`src/rtl/matmul_tile_sequencer_if.sv`:
```
// Bundled command/operand/MAC/result handshakes of the matmul tile sequencer.
// The slave modport is the sequencer side; master is the host/MAC environment side.
interface matmul_tile_sequencer_if #(
  parameter int unsigned M  = 2,
  parameter int unsigned N  = 2,
  parameter int unsigned K  = 2,
  parameter int unsigned P  = 8,
  parameter int unsigned CW = 8
);
  logic                 cmd_valid;
  logic                 cmd_ready;
  logic [CW-1:0]        cmd_ktiles;
  logic                 op_valid;
  logic                 op_ready;
  logic [M*K*P-1:0]     op_a;
  logic [K*N*P-1:0]     op_b;
  logic [CW-1:0]        tile_idx;
  logic                 mac_valid_in;
  logic                 mac_ready_in;
  logic [M*K*P-1:0]     mac_a;
  logic [K*N*P-1:0]     mac_b;
  logic [M*N*4*P-1:0]   mac_c;
  logic                 mac_valid_out;
  logic                 mac_ready_out;
  logic [M*N*4*P-1:0]   mac_d;
  logic                 res_valid;
  logic                 res_ready;
  logic [M*N*4*P-1:0]   res_d;
  logic                 busy;

  modport slave (
    input  cmd_valid, cmd_ktiles, op_valid, op_a, op_b,
           mac_ready_in, mac_valid_out, mac_d, res_ready,
    output cmd_ready, op_ready, tile_idx, mac_valid_in, mac_a, mac_b, mac_c,
           mac_ready_out, res_valid, res_d, busy
  );

  modport master (
    output cmd_valid, cmd_ktiles, op_valid, op_a, op_b,
           mac_ready_in, mac_valid_out, mac_d, res_ready,
    input  cmd_ready, op_ready, tile_idx, mac_valid_in, mac_a, mac_b, mac_c,
           mac_ready_out, res_valid, res_d, busy
  );
endinterface

```
`src/rtl/matmul_tile_sequencer.sv`:
```
// Sequences K-tile operand pairs through an external MAC, feeding each D back as
// the next C, and returns the accumulated tile once all K-tiles are consumed.
module matmul_tile_sequencer #(
  parameter int unsigned M  = 2,
  parameter int unsigned N  = 2,
  parameter int unsigned K  = 2,
  parameter int unsigned P  = 8,
  parameter int unsigned CW = 8
) (
  input  logic                     clk_i,
  input  logic                     rst_i,
  matmul_tile_sequencer_if.slave   bus
);
  localparam int unsigned AW = M*N*4*P;

  typedef enum logic [1:0] {S_IDLE, S_ISSUE, S_WAIT, S_DONE} state_t;

  state_t             r_state;
  state_t             w_state_nxt;
  logic [AW-1:0]      r_acc;
  logic [CW-1:0]      r_tile_cnt;
  logic [CW-1:0]      r_ktiles;
  logic [CW-1:0]      w_cnt_inc;
  logic [M*K*P-1:0]   w_a;
  logic [K*N*P-1:0]   w_b;
  logic               w_cmd_ready;
  logic               w_cmd_hs;
  logic               w_mac_ready_out;
  logic               w_d_load;

  assign w_cnt_inc = r_tile_cnt + CW'(1);
  assign w_a       = bus.op_a;
  assign w_b       = bus.op_b;

  // Operands and accumulator go straight to the MAC; only the handshakes are state-gated.
  assign bus.mac_a    = w_a;
  assign bus.mac_b    = w_b;
  assign bus.mac_c    = r_acc;
  assign bus.res_d    = r_acc;
  assign bus.tile_idx = r_tile_cnt;
  assign bus.busy     = (r_state != S_IDLE);
  assign bus.cmd_ready     = w_cmd_ready;
  assign bus.mac_ready_out = w_mac_ready_out;

  assign w_cmd_hs = w_cmd_ready && bus.cmd_valid;
  assign w_d_load = w_mac_ready_out && bus.mac_valid_out;

  always_comb begin
    w_state_nxt      = r_state;
    w_cmd_ready      = 1'b0;
    w_mac_ready_out  = 1'b0;
    bus.op_ready     = 1'b0;
    bus.mac_valid_in = 1'b0;
    bus.res_valid    = 1'b0;
    case (r_state)
      S_IDLE: begin
        // Reset parks the FSM in IDLE, so command acceptance is also masked by rst_i.
        w_cmd_ready = !rst_i;
        if (bus.cmd_valid && !rst_i)
          w_state_nxt = (bus.cmd_ktiles == '0) ? S_DONE : S_ISSUE;
      end
      S_ISSUE: begin
        bus.mac_valid_in = bus.op_valid;
        bus.op_ready     = bus.mac_ready_in;
        if (bus.op_valid && bus.mac_ready_in)
          w_state_nxt = S_WAIT;
      end
      S_WAIT: begin
        w_mac_ready_out = 1'b1;
        if (bus.mac_valid_out)
          w_state_nxt = (w_cnt_inc == r_ktiles) ? S_DONE : S_ISSUE;
      end
      S_DONE: begin
        bus.res_valid = 1'b1;
        if (bus.res_ready)
          w_state_nxt = S_IDLE;
      end
      default: w_state_nxt = S_IDLE;
    endcase
  end

  always_ff @(posedge clk_i or posedge rst_i) begin
    if (rst_i) begin
      r_state    <= S_IDLE;
      r_acc      <= '0;
      r_tile_cnt <= '0;
      r_ktiles   <= '0;
    end else begin
      r_state <= w_state_nxt;
      if (w_cmd_hs) begin
        r_ktiles   <= bus.cmd_ktiles;
        r_acc      <= '0;
        r_tile_cnt <= '0;
      end else if (w_d_load) begin
        r_acc      <= bus.mac_d;
        r_tile_cnt <= w_cnt_inc;
      end
    end
  end
endmodule

```
`src/flat_wrapper.sv`:
```
// flat-port wrapper written by rule: the top's interface ports become plain ports
module matmul_tile_sequencer_flat 
#(
  parameter int unsigned M  = 2,
  parameter int unsigned N  = 2,
  parameter int unsigned K  = 2,
  parameter int unsigned P  = 8,
  parameter int unsigned CW = 8
)
  (clk_i, rst_i, bus_cmd_valid, bus_cmd_ktiles, bus_op_valid, bus_op_a, bus_op_b, bus_mac_ready_in, bus_mac_valid_out, bus_mac_d, bus_res_ready, bus_cmd_ready, bus_op_ready, bus_tile_idx, bus_mac_valid_in, bus_mac_a, bus_mac_b, bus_mac_c, bus_mac_ready_out, bus_res_valid, bus_res_d, bus_busy);
  matmul_tile_sequencer_if #(.M(M), .N(N), .K(K), .P(P), .CW(CW)) bus_i ();
  input  logic clk_i;
  input  logic rst_i;
  input wire logic [$bits(bus_i.cmd_valid)-1:0] bus_cmd_valid;
  input wire logic [$bits(bus_i.cmd_ktiles)-1:0] bus_cmd_ktiles;
  input wire logic [$bits(bus_i.op_valid)-1:0] bus_op_valid;
  input wire logic [$bits(bus_i.op_a)-1:0] bus_op_a;
  input wire logic [$bits(bus_i.op_b)-1:0] bus_op_b;
  input wire logic [$bits(bus_i.mac_ready_in)-1:0] bus_mac_ready_in;
  input wire logic [$bits(bus_i.mac_valid_out)-1:0] bus_mac_valid_out;
  input wire logic [$bits(bus_i.mac_d)-1:0] bus_mac_d;
  input wire logic [$bits(bus_i.res_ready)-1:0] bus_res_ready;
  output wire logic [$bits(bus_i.cmd_ready)-1:0] bus_cmd_ready;
  output wire logic [$bits(bus_i.op_ready)-1:0] bus_op_ready;
  output wire logic [$bits(bus_i.tile_idx)-1:0] bus_tile_idx;
  output wire logic [$bits(bus_i.mac_valid_in)-1:0] bus_mac_valid_in;
  output wire logic [$bits(bus_i.mac_a)-1:0] bus_mac_a;
  output wire logic [$bits(bus_i.mac_b)-1:0] bus_mac_b;
  output wire logic [$bits(bus_i.mac_c)-1:0] bus_mac_c;
  output wire logic [$bits(bus_i.mac_ready_out)-1:0] bus_mac_ready_out;
  output wire logic [$bits(bus_i.res_valid)-1:0] bus_res_valid;
  output wire logic [$bits(bus_i.res_d)-1:0] bus_res_d;
  output wire logic [$bits(bus_i.busy)-1:0] bus_busy;
  assign bus_i.cmd_valid = bus_cmd_valid;
  assign bus_i.cmd_ktiles = bus_cmd_ktiles;
  assign bus_i.op_valid = bus_op_valid;
  assign bus_i.op_a = bus_op_a;
  assign bus_i.op_b = bus_op_b;
  assign bus_i.mac_ready_in = bus_mac_ready_in;
  assign bus_i.mac_valid_out = bus_mac_valid_out;
  assign bus_i.mac_d = bus_mac_d;
  assign bus_i.res_ready = bus_res_ready;
  assign bus_cmd_ready = bus_i.cmd_ready;
  assign bus_op_ready = bus_i.op_ready;
  assign bus_tile_idx = bus_i.tile_idx;
  assign bus_mac_valid_in = bus_i.mac_valid_in;
  assign bus_mac_a = bus_i.mac_a;
  assign bus_mac_b = bus_i.mac_b;
  assign bus_mac_c = bus_i.mac_c;
  assign bus_mac_ready_out = bus_i.mac_ready_out;
  assign bus_res_valid = bus_i.res_valid;
  assign bus_res_d = bus_i.res_d;
  assign bus_busy = bus_i.busy;
  matmul_tile_sequencer #(.M(M), .N(N), .K(K), .P(P), .CW(CW)) u_core (.clk_i(clk_i), .rst_i(rst_i), .bus(bus_i));
endmodule
```
`config.mk`:
```
export PLATFORM = sky130hd
export DESIGN_NAME = matmul_tile_sequencer_flat
export DESIGN_NICKNAME = d
export VERILOG_FILES = /design/src/rtl/matmul_tile_sequencer_if.sv /design/src/rtl/matmul_tile_sequencer.sv /design/src/flat_wrapper.sv
export SDC_FILE = /design/constraint.sdc
export NUM_CORES = 1
export LEC_CHECK = 0
export ABC_AREA = 1
export CAP_MARGIN = 25
export CELL_PAD_IN_SITES_DETAIL_PLACEMENT = 1
export CELL_PAD_IN_SITES_GLOBAL_PLACEMENT = 2
export CORE_MARGIN = 2
export CORE_UTILIZATION = 17
export DETAILED_ROUTE_END_ITERATION = 12
export PLACE_DENSITY = 0.88
export SETUP_SLACK_MARGIN = 0.4
export SKIP_LAST_GASP = 1
export SLEW_MARGIN = 10
export SYNTH_ARGS = -nofsm -noshare
export SYNTH_HDL_FRONTEND = slang
export SYNTH_SLANG_ARGS = --single-unit
```
`constraint.sdc`:
```
create_clock -name clk_i -period 5.85 [get_ports clk_i]
set_input_delay 1.755 -clock clk_i [delete_from_list [all_inputs] [get_ports clk_i]]
set_output_delay 1.755 -clock clk_i [all_outputs]
set_load 0.02 [all_outputs]
```
---- Yosys cells after proc, flatten, opt, wreduce, memory -nomap -nowiden ----
Cells that the tools add are included.
word-level totals
  output and inout port bits .............. 334
  bits of input ports ..................... 207
  word-level logic and storage cells ...... 39
  register bits ........................... 146
cells by class
  mux-type cells .......................... 16
  reductions and logical operators ........ 10
  equality and inequality tests ........... 8
  add/subtract/negate cells ............... 1
operator list
  cell                 count
  $mux 128             2
  $mux 8               2
  $mux 2               6
  $add 8x1->8 const B  1
  $eq 8x8->1           1
  $logic_not 8->1      1
  $pmux 2 s4           1
  $mux 1               5
  $eq 2x2->1 const B   2
  $logic_and 1x1->1    4
  $ne 2x1->1 const B   2
  $ne 2x2->1 const B   2
  $reduce_and 4->1     1
  $reduce_bool 2->1    2
  $eq 2x1->1 const B   1
  $logic_not 2->1      1
  $logic_not 1->1      1

---- Logic depth before layout (Yosys ltp) ----
Gate-level depths: netlist of the first run.
  word-level depth ........................ 5
  mapped depth ............................ 11
  depth with buffers taken out ............ 11

---- Least setup slack after synthesis of the first run ----
Ideal clock, no wire load.
  kind .................................... in2reg
  start ................................... input rst_i
  end ..................................... register u_core.r_state[1]
  data arrival time ....................... 5.312 ns
  setup slack ............................. 0.417 ns
  buffers on the path ..................... 0
  stages on the path ...................... 6
  required time ........................... 5.729 ns
  setup time .............................. 0.121 ns
  path through ............................ inv_1 -> nand2_1 -> nand2_1 -> o211ai_1 -> nor2_1 -> a21oi_1
between the ends
  word-level cells in the longest chain between the ends .. 4
ends and longest elaborated chain
  what                               line                         text
  start, declared                    flat_wrapper.sv:13           input logic rst_i;
  $logic_not 1->1                    matmul_tile_sequencer.sv:59  if (bus.cmd_valid && !rst_i)
  $logic_and 1x1->1                  matmul_tile_sequencer.sv:59
  $ne 2x1->1 (no source line)        n/a
  $reduce_and 4->1 (no source line)  n/a
  end signal, assigned               matmul_tile_sequencer.sv:89  r_state <= w_state_nxt;
  end, declared                      matmul_tile_sequencer.sv:18  state_t r_state;
Every way passes these cells.
A chain may end at the register's enable or synchronous reset.

---- Worst setup path in the final report of the first run ----
  start ................................... input rst_i
  end ..................................... output bus_cmd_ready
between the ends
  word-level cells in the longest chain between the ends .. 2
ends and longest elaborated chain
  what             line                         text
  $logic_not 1->1  matmul_tile_sequencer.sv:58  w_cmd_ready = !rst_i;
  $mux 1           matmul_tile_sequencer.sv:55  case (r_state)
  end, declared    flat_wrapper.sv:23           output wire logic [$bits(bus_i.cmd_ready)-1:0] bus_cmd_ready;
Every way passes these cells.

==> out/results.tsv, run 1 <==
stage	metric	value	unit
placement	dpl.hpwl	18.5	mm
clocking	cts_setup_buffers	0	
logic_synthesis	synth_area	7250	sq um
finish	layoutNonFillerInstCount	1402	
drt	dr.pass1.iters	5	
sta	min_period	4.81	ns
sta	slew_headroom	41.8	%
logic_synthesis	synthTopCellsByArea	dfrtp_1 (50%), buf_4 (20%), a32o_1 (18%), nand2_1 (2.5%), buf_6 (1.6%)	
sta	final-setup-viol-count	0	
finish	layout_common_cells	clkdlybuf4s50_1 (411), dfrtp_1 (146), a32o_1 (128)	
worst_setup_path	critPathCaptureType	output pin	
floorplanning	start_util	17.3	%
finish	drive_gt1_share	5.33	%
power	p_comb_share	52.7	%
worst_setup_path	path_class	primary input to output pin	
floorplanning	die_w	211	um
sta	final_hold_viol_count	0	
floorplanning	coreArea	42000	sq um
flow_run	max_cap_violations	0	
power	p_sw_share	40.4	%
clocking	clockBufferDepth	2	
drt	viasPerCell	4.17	
clocking	h-tree-depth	4	
logic_synthesis	synth_nets	857	
sta	rsz0062_at_grt	no	
power	switching_power	2.56	mW
finish	final_area	11100	sq um
clocking	cts_resized	0	
logic_synthesis	syn_inst	649	
clocking	cts_sinks	146	
hold_path	hold_class	register to register	
clocking	cts_tree	yes	
drt	num_vias	5845	
grt	grt_remaining_overflow	0	
worst_setup_path	cp.required	4.09	ns
floorplanning	die_height	211	um
drt	drt-total-wl	25.1	mm
clocking	cts.clk_slew.worst_paths	0.06	ns
drt	drcViolationCount	0	
logic_synthesis	yosysUniqueCellTypes	25	
power	pwr-share-clk	18.9	%
clocking	cts_inserted_buffers	17	
logic_synthesis	syn_area_per_cell	11.2	sq um
grt	grt_pass1_vias	6284	
floorplanning	io_pins	541	
clocking	clock_latency	0.44	ns
worst_setup_path	critPathArrivalTime	3.05	ns
logic_synthesis	yosys_warnings	0	
power	vdd_drop_max	0.187	mV
placement	place_inst	1370	
run_status	status	complete, no violations	
finish	final_common_cell	clkdlybuf4s50_1	
worst_setup_path	crit_fanout	2	
logic_synthesis	yosysTopAreaCell	dfrtp_1	
worst_setup_path	cp-start-kind	primary input	
logic_synthesis	ys_seq_area_share	50.4	%
sta	max_freq	0.208	GHz
sta	tightest_slew	0.872	ns
placement	port_buffers	412	
floorplanning	rows	75	
sta	finalClockSkew	0.0105	ns
placement	gp_routability_congestion	0.731	
floorplanning	die_area	44300	sq um
power	p_int	3.77	mW
finish	area_growth_syn_to_layout	52.7	%
power	seqPwrFrac	28.4	%
logic_synthesis	synth_top_area_share	50.4	%
drt	drtIter0Drc	381	
finish	antenna_cells	0	
sta	setup_tns	0	ns
power	power_leakage	4.41	nW
grt	grt_pass1_wl	37.2	mm
clocking	hold_buffers	0	
finish	nNetsFinal	1058	
power	power-per-cell-area	572	nW/um^2
drt	ant_nets	0	
sta	drv_slew	0	
clocking	clockRootBuffer	clkbuf_16	
logic_synthesis	synth_seq_cells	146	
grt	antenna_found_initial	1	
drt	wire_per_inst	17.9	um
grt	grtUsageTotal	10.9	%
placement	place_area	10400	sq um
grt	grt_max_degree	147	
sta	fin_crit_sh	82.2	%
sequential cells by signal, summed over array words and instances, names as in the netlist:
signal	flops
u_core.r_ktiles	8
u_core.bus.mac_c	128
u_core.r_state	2
u_core.bus.tile_idx	8
kinds of logic (layout without fill, tap and decap cells):
family,count (synthesis),after routing,share of synthesized area (%)
buffers and inverters,266,480,24.8
DFF,146,146,50.4
AOI/OAI and AO/OA,149,149,19.3
adders and majority gates,1,1,0.172
and+or+nand+nor,87,87,5.31
routing by layer:
layer / vias to the layer above / global-route usage [%] / wire length [um]
met5: - / 0 / 13
met4: 2 / 4.83 / 643
met3: 64 / 4.17 / 2210
met2: 308 / 19.4 / 13000
met1: 2919 / 11.5 / 9250
li1: 2552 / - / -
final cells by class:
cell class / count / area, sq um
Sequential cell: 146 / 3650
Inverter: 31 / 125
Multi-Input combinational cell: 237 / 1800
Clock buffer: 23 / 488
Fill cell: 4767 / 31000
Timing Repair Buffer: 417 / 4180
Clock inverter: 9 / 151
Tap cell: 539 / 674
worst max-delay path, cell delays in order:
cell	delay, ns
clkdlybuf4s50_1	0.50
nor2_4	0.18
clkdlybuf4s50_1	0.62
path summary, 6_finish.rpt:
kind                                    start                    end  slack [ns]  cells past startpoint
hold / removal             u_core.r_ktiles[7]     u_core.r_ktiles[7]        0.51                      2
setup reg to reg            u_core.r_state[0]   u_core.bus.mac_c[38]        3.12                      8
min in group asynchronous               rst_i   u_core.bus.mac_c[23]        1.99                      3
hold reg to reg            u_core.r_ktiles[7]     u_core.r_ktiles[7]        0.51                      2
max in group asynchronous               rst_i  u_core.bus.mac_c[120]        3.18                      3
setup / recovery                        rst_i          bus_cmd_ready        1.04                      3
per-stage QoR:
step / setup slack, ns / hold WS [ns] / total power, mW / utilization [%]
after floorplan: 1.43 / 0.466 / 3.92 / -
after global placement: 1.06 / 0.494 / 5.11 / 24.8
after detailed placement: 1.04 / 0.497 / 5.20 / 24.8
after CTS: 1.03 / 0.513 / 6.44 / 26.3
after global routing: 0.994 / 0.539 / 6.66 / 26.3
final: 1.04 / 0.508 / 6.33 / 26.3
synth_stat cells:
| library cell | count |
|---|---|
| o21ai_0 | 10 |
| nand4_1 | 2 |
| o21bai_1 | 1 |
| nor2_1 | 17 |
| inv_1 | 27 |
| o211ai_1 | 1 |
| nand3b_1 | 3 |
| o31ai_1 | 1 |
| a32o_1 | 128 |
| buf_4 | 192 |
| nand2_4 | 2 |
| buf_2 | 6 |
| buf_1 | 2 |
| nor2_4 | 1 |
| inv_2 | 4 |
| nand3_1 | 12 |
| nand2_2 | 1 |
| dfrtp_1 | 146 |
| nor2_2 | 1 |
| buf_6 | 10 |
| clkbuf_1 | 25 |
| ha_1 | 1 |
| a21oi_1 | 2 |
| o22ai_1 | 6 |
| nand2_1 | 48 |
power by group through the flow:
stage / clock network (mW) / registers (mW) / logic [mW]
6_report: 1.19 / 1.80 / 3.34
4_1_cts: 1.24 / 1.82 / 3.38
5_1_grt: 1.28 / 1.86 / 3.52
3_5_place_dp: 0 / 1.83 / 3.37
2_1_floorplan: 0 / 2.12 / 1.80
3_3_place_gp: 0 / 1.80 / 3.31
Power figures use the tool's default switching activity.
==> run 2, diff against run 1 <==
Settings changed: CORE_AREA set to 2 2 211 213, CORE_MARGIN 2 to unset, CORE_UTILIZATION 17 to unset, DIE_AREA set to 0 0 213 215, PLACE_DENSITY 0.88 to 0.84.
Clock period 5.85 ns to 4.8 ns, I/O delays scaled along.
==> run 2 against run 1 <==
Net effect: non-clock buffer count is 2 higher; clock skew is 0.0063 ns higher; routed wire length is 3.8% higher; hold slack worse by 0.0037 ns; sequential cell count stayed put; highest routed layer is now met4.
==> out/results.tsv, run 2 (synthesis results as in run 1) <==
stage	metric	value	unit	change
run_status	status	complete, no violations		unchanged
drt	ant_nets	0		unchanged
power	power-per-cell-area	685	nW/um^2	was 572 nW/um^2
flow_run	max_cap_violations	0		unchanged
worst_setup_path	crit_fanout	2		unchanged
power	vdd_drop_max	0.233	mV	was 0.187 mV
floorplanning	die_w	213	um	was 211 um
hold_path	min_to	u_core.r_ktiles[7]		unchanged
sta	final_hold_viol_count	0		unchanged
sta	tightest_slew	0.841	ns	was 0.872 ns
clocking	h-tree-depth	4		unchanged
sta	max_freq	0.236	GHz	
worst_setup_path	cp-start-kind	primary input		unchanged
clocking	cts_resized	0		unchanged
worst_setup_path	cp.required	3.36	ns	was 4.09 ns
worst_setup_path	critPathCaptureType	output pin		unchanged
sta	drv_slew	0		unchanged
sta	min_period	4.23	ns	
sta	final-setup-viol-count	0		unchanged
clocking	clockRootBuffer	clkbuf_16		unchanged
sta	fin_crit_sh	88.2	%	
worst_setup_path	r2r_start	u_core.r_state[0]		unchanged
sta	setup_tns	0	ns	unchanged
floorplanning	die_height	215	um	was 211 um
placement	gp_routability_congestion	0.737		was 0.731
sta	rsz0062_at_grt	no		unchanged
clocking	clock_latency	0.47	ns	was 0.44 ns
hold_path	hp-start	u_core.r_ktiles[7]		unchanged
floorplanning	coreArea	43600	sq um	was 42000 sq um
floorplanning	io_pins	541		unchanged
placement	port_buffers	412		unchanged
drt	dr.pass1.iters	4		was 5
worst_setup_path	reg2regPathDepth	9		was 8
finish	layout_common_cells	clkdlybuf4s50_1 (411), dfrtp_1 (146), a32o_1 (128)		unchanged
floorplanning	rows	77		was 75
drt	viasPerCell	4.00		was 4.17
hold_path	min_path_cells	2		unchanged
finish	largest_reg_flops	128		unchanged
grt	grt_pass1_vias	6084		was 6284
placement	place_inst	1425		was 1370
drt	drt-total-wl	26.1	mm	was 25.1 mm
power	power_leakage	4.39	nW	was 4.41 nW
grt	grtUsageTotal	11.3	%	was 10.9%
drt	wire_per_inst	17.9	um	about the same
placement	dpl.hpwl	19.7	mm	was 18.5 mm
clocking	cts_setup_buffers	0		unchanged
finish	final_common_cell	clkdlybuf4s50_1		unchanged
grt	grt_pass1_wl	38.2	mm	was 37.2 mm
worst_setup_path	critPathArrivalTime	2.79	ns	was 3.05 ns
worst_setup_path	path_class	primary input to output pin		unchanged
worst_setup_path	r2r_end	u_core.bus.mac_c[100]		was u_core.bus.mac_c[38]
clocking	clockBufferDepth	2		unchanged
finish	area_growth_syn_to_layout	53.0	%	was 52.7%
grt	grt_remaining_overflow	0		unchanged
finish	nNetsFinal	1060		was 1058
clocking	hold_buffers	0		unchanged
floorplanning	die_area	45800	sq um	was 44300 sq um
grt	grt_max_degree	76		was 147
clocking	cts_inserted_buffers	17		unchanged
drt	drcViolationCount	0		unchanged
sta	finalClockSkew	0.0167	ns	was 0.0105 ns
clocking	cts.clk_slew.worst_paths	0.06	ns	about the same
drt	drtIter0Drc	348		was 381
worst_setup_path	r2r_setup_slack	1.92	ns	was 3.12 ns
floorplanning	start_util	16.6	%	was 17.3%
grt	antenna_found_initial	2		was 1
drt	num_vias	5822		was 5845
sta	slew_headroom	43.9	%	was 41.8%
clocking	cts_tree	yes		unchanged
hold_path	hold_class	register to register		unchanged
finish	drive_gt1_share	5.44	%	was 5.33%
finish	layoutNonFillerInstCount	1457		was 1402
clocking	cts_sinks	146		unchanged
[run 2: critical path, stage by stage]
cell and delay [ns]:
clkdlybuf4s50_1 0.47, inv_1 0.04, nor2_1 0.19, clkdlybuf4s50_1 0.65
[run 2: where the power goes]
part	total (mW)	switching, mW	internal, mW
sequential	2.18	0.472	1.71
clock	1.32	0.558	0.762
combinational	4.10	2.13	1.97
[run 2: routing by layer]
layer	vias up	GRT usage [%]	wire length (um)
li1	2555	-	-
met1	2899	12.0	10000
met2	319	18.8	12600
met5	-	0	0
met4	0	6.22	956
met3	49	4.69	2550
[run 2: metrics by stage]
| stage | util [%] | hold WS, ns | cell area (sq um) | power (mW) | worst slack [ns] |
|---|---|---|---|---|---|
| 2_1_floorplan | - | 0.466 | 7260 | 4.78 | 0.695 |
| 3_3_place_gp | 24.1 | 0.492 | 10500 | 6.27 | 0.586 |
| 3_5_place_dp | 24.1 | 0.500 | 10500 | 6.36 | 0.581 |
| 4_1_cts | 25.4 | 0.512 | 11100 | 7.74 | 0.568 |
| 5_1_grt | 25.4 | 0.527 | 11100 | 8.02 | 0.553 |
| 6_report | 25.4 | 0.504 | 11100 | 7.60 | 0.565 |
[run 2: final cells by class]
class                           instances  area, sq um
Clock inverter                         12          134
Antenna cell                            1         2.50
Timing Repair Buffer                  419         4210
Multi-Input combinational cell        237         1800
Fill cell                            4932        32500
Tap cell                              592          741
Clock buffer                           19          433
Sequential cell                       146         3650
Inverter                               31          125
[run 2: how the worst max path moves through the flow]
| stage | slack (ns) | start | endpoint | depth (start not counted) |
|---|---|---|---|---|
| 2_1_floorplan | 0.69 | rst_i | u_core.r_state[1] | 6 |
| 3_3_place_gp | 0.59 | bus_op_valid | bus_mac_valid_in | 4 |
| 3_5_place_dp | 0.58 | bus_op_valid | bus_mac_valid_in | 4 |
| 4_1_cts | 0.57 | bus_op_valid | bus_mac_valid_in | 4 |
| 5_1_grt | 0.55 | bus_op_valid | bus_mac_valid_in | 4 |
| 6_report | 0.57 | bus_op_valid | bus_mac_valid_in | 4 |
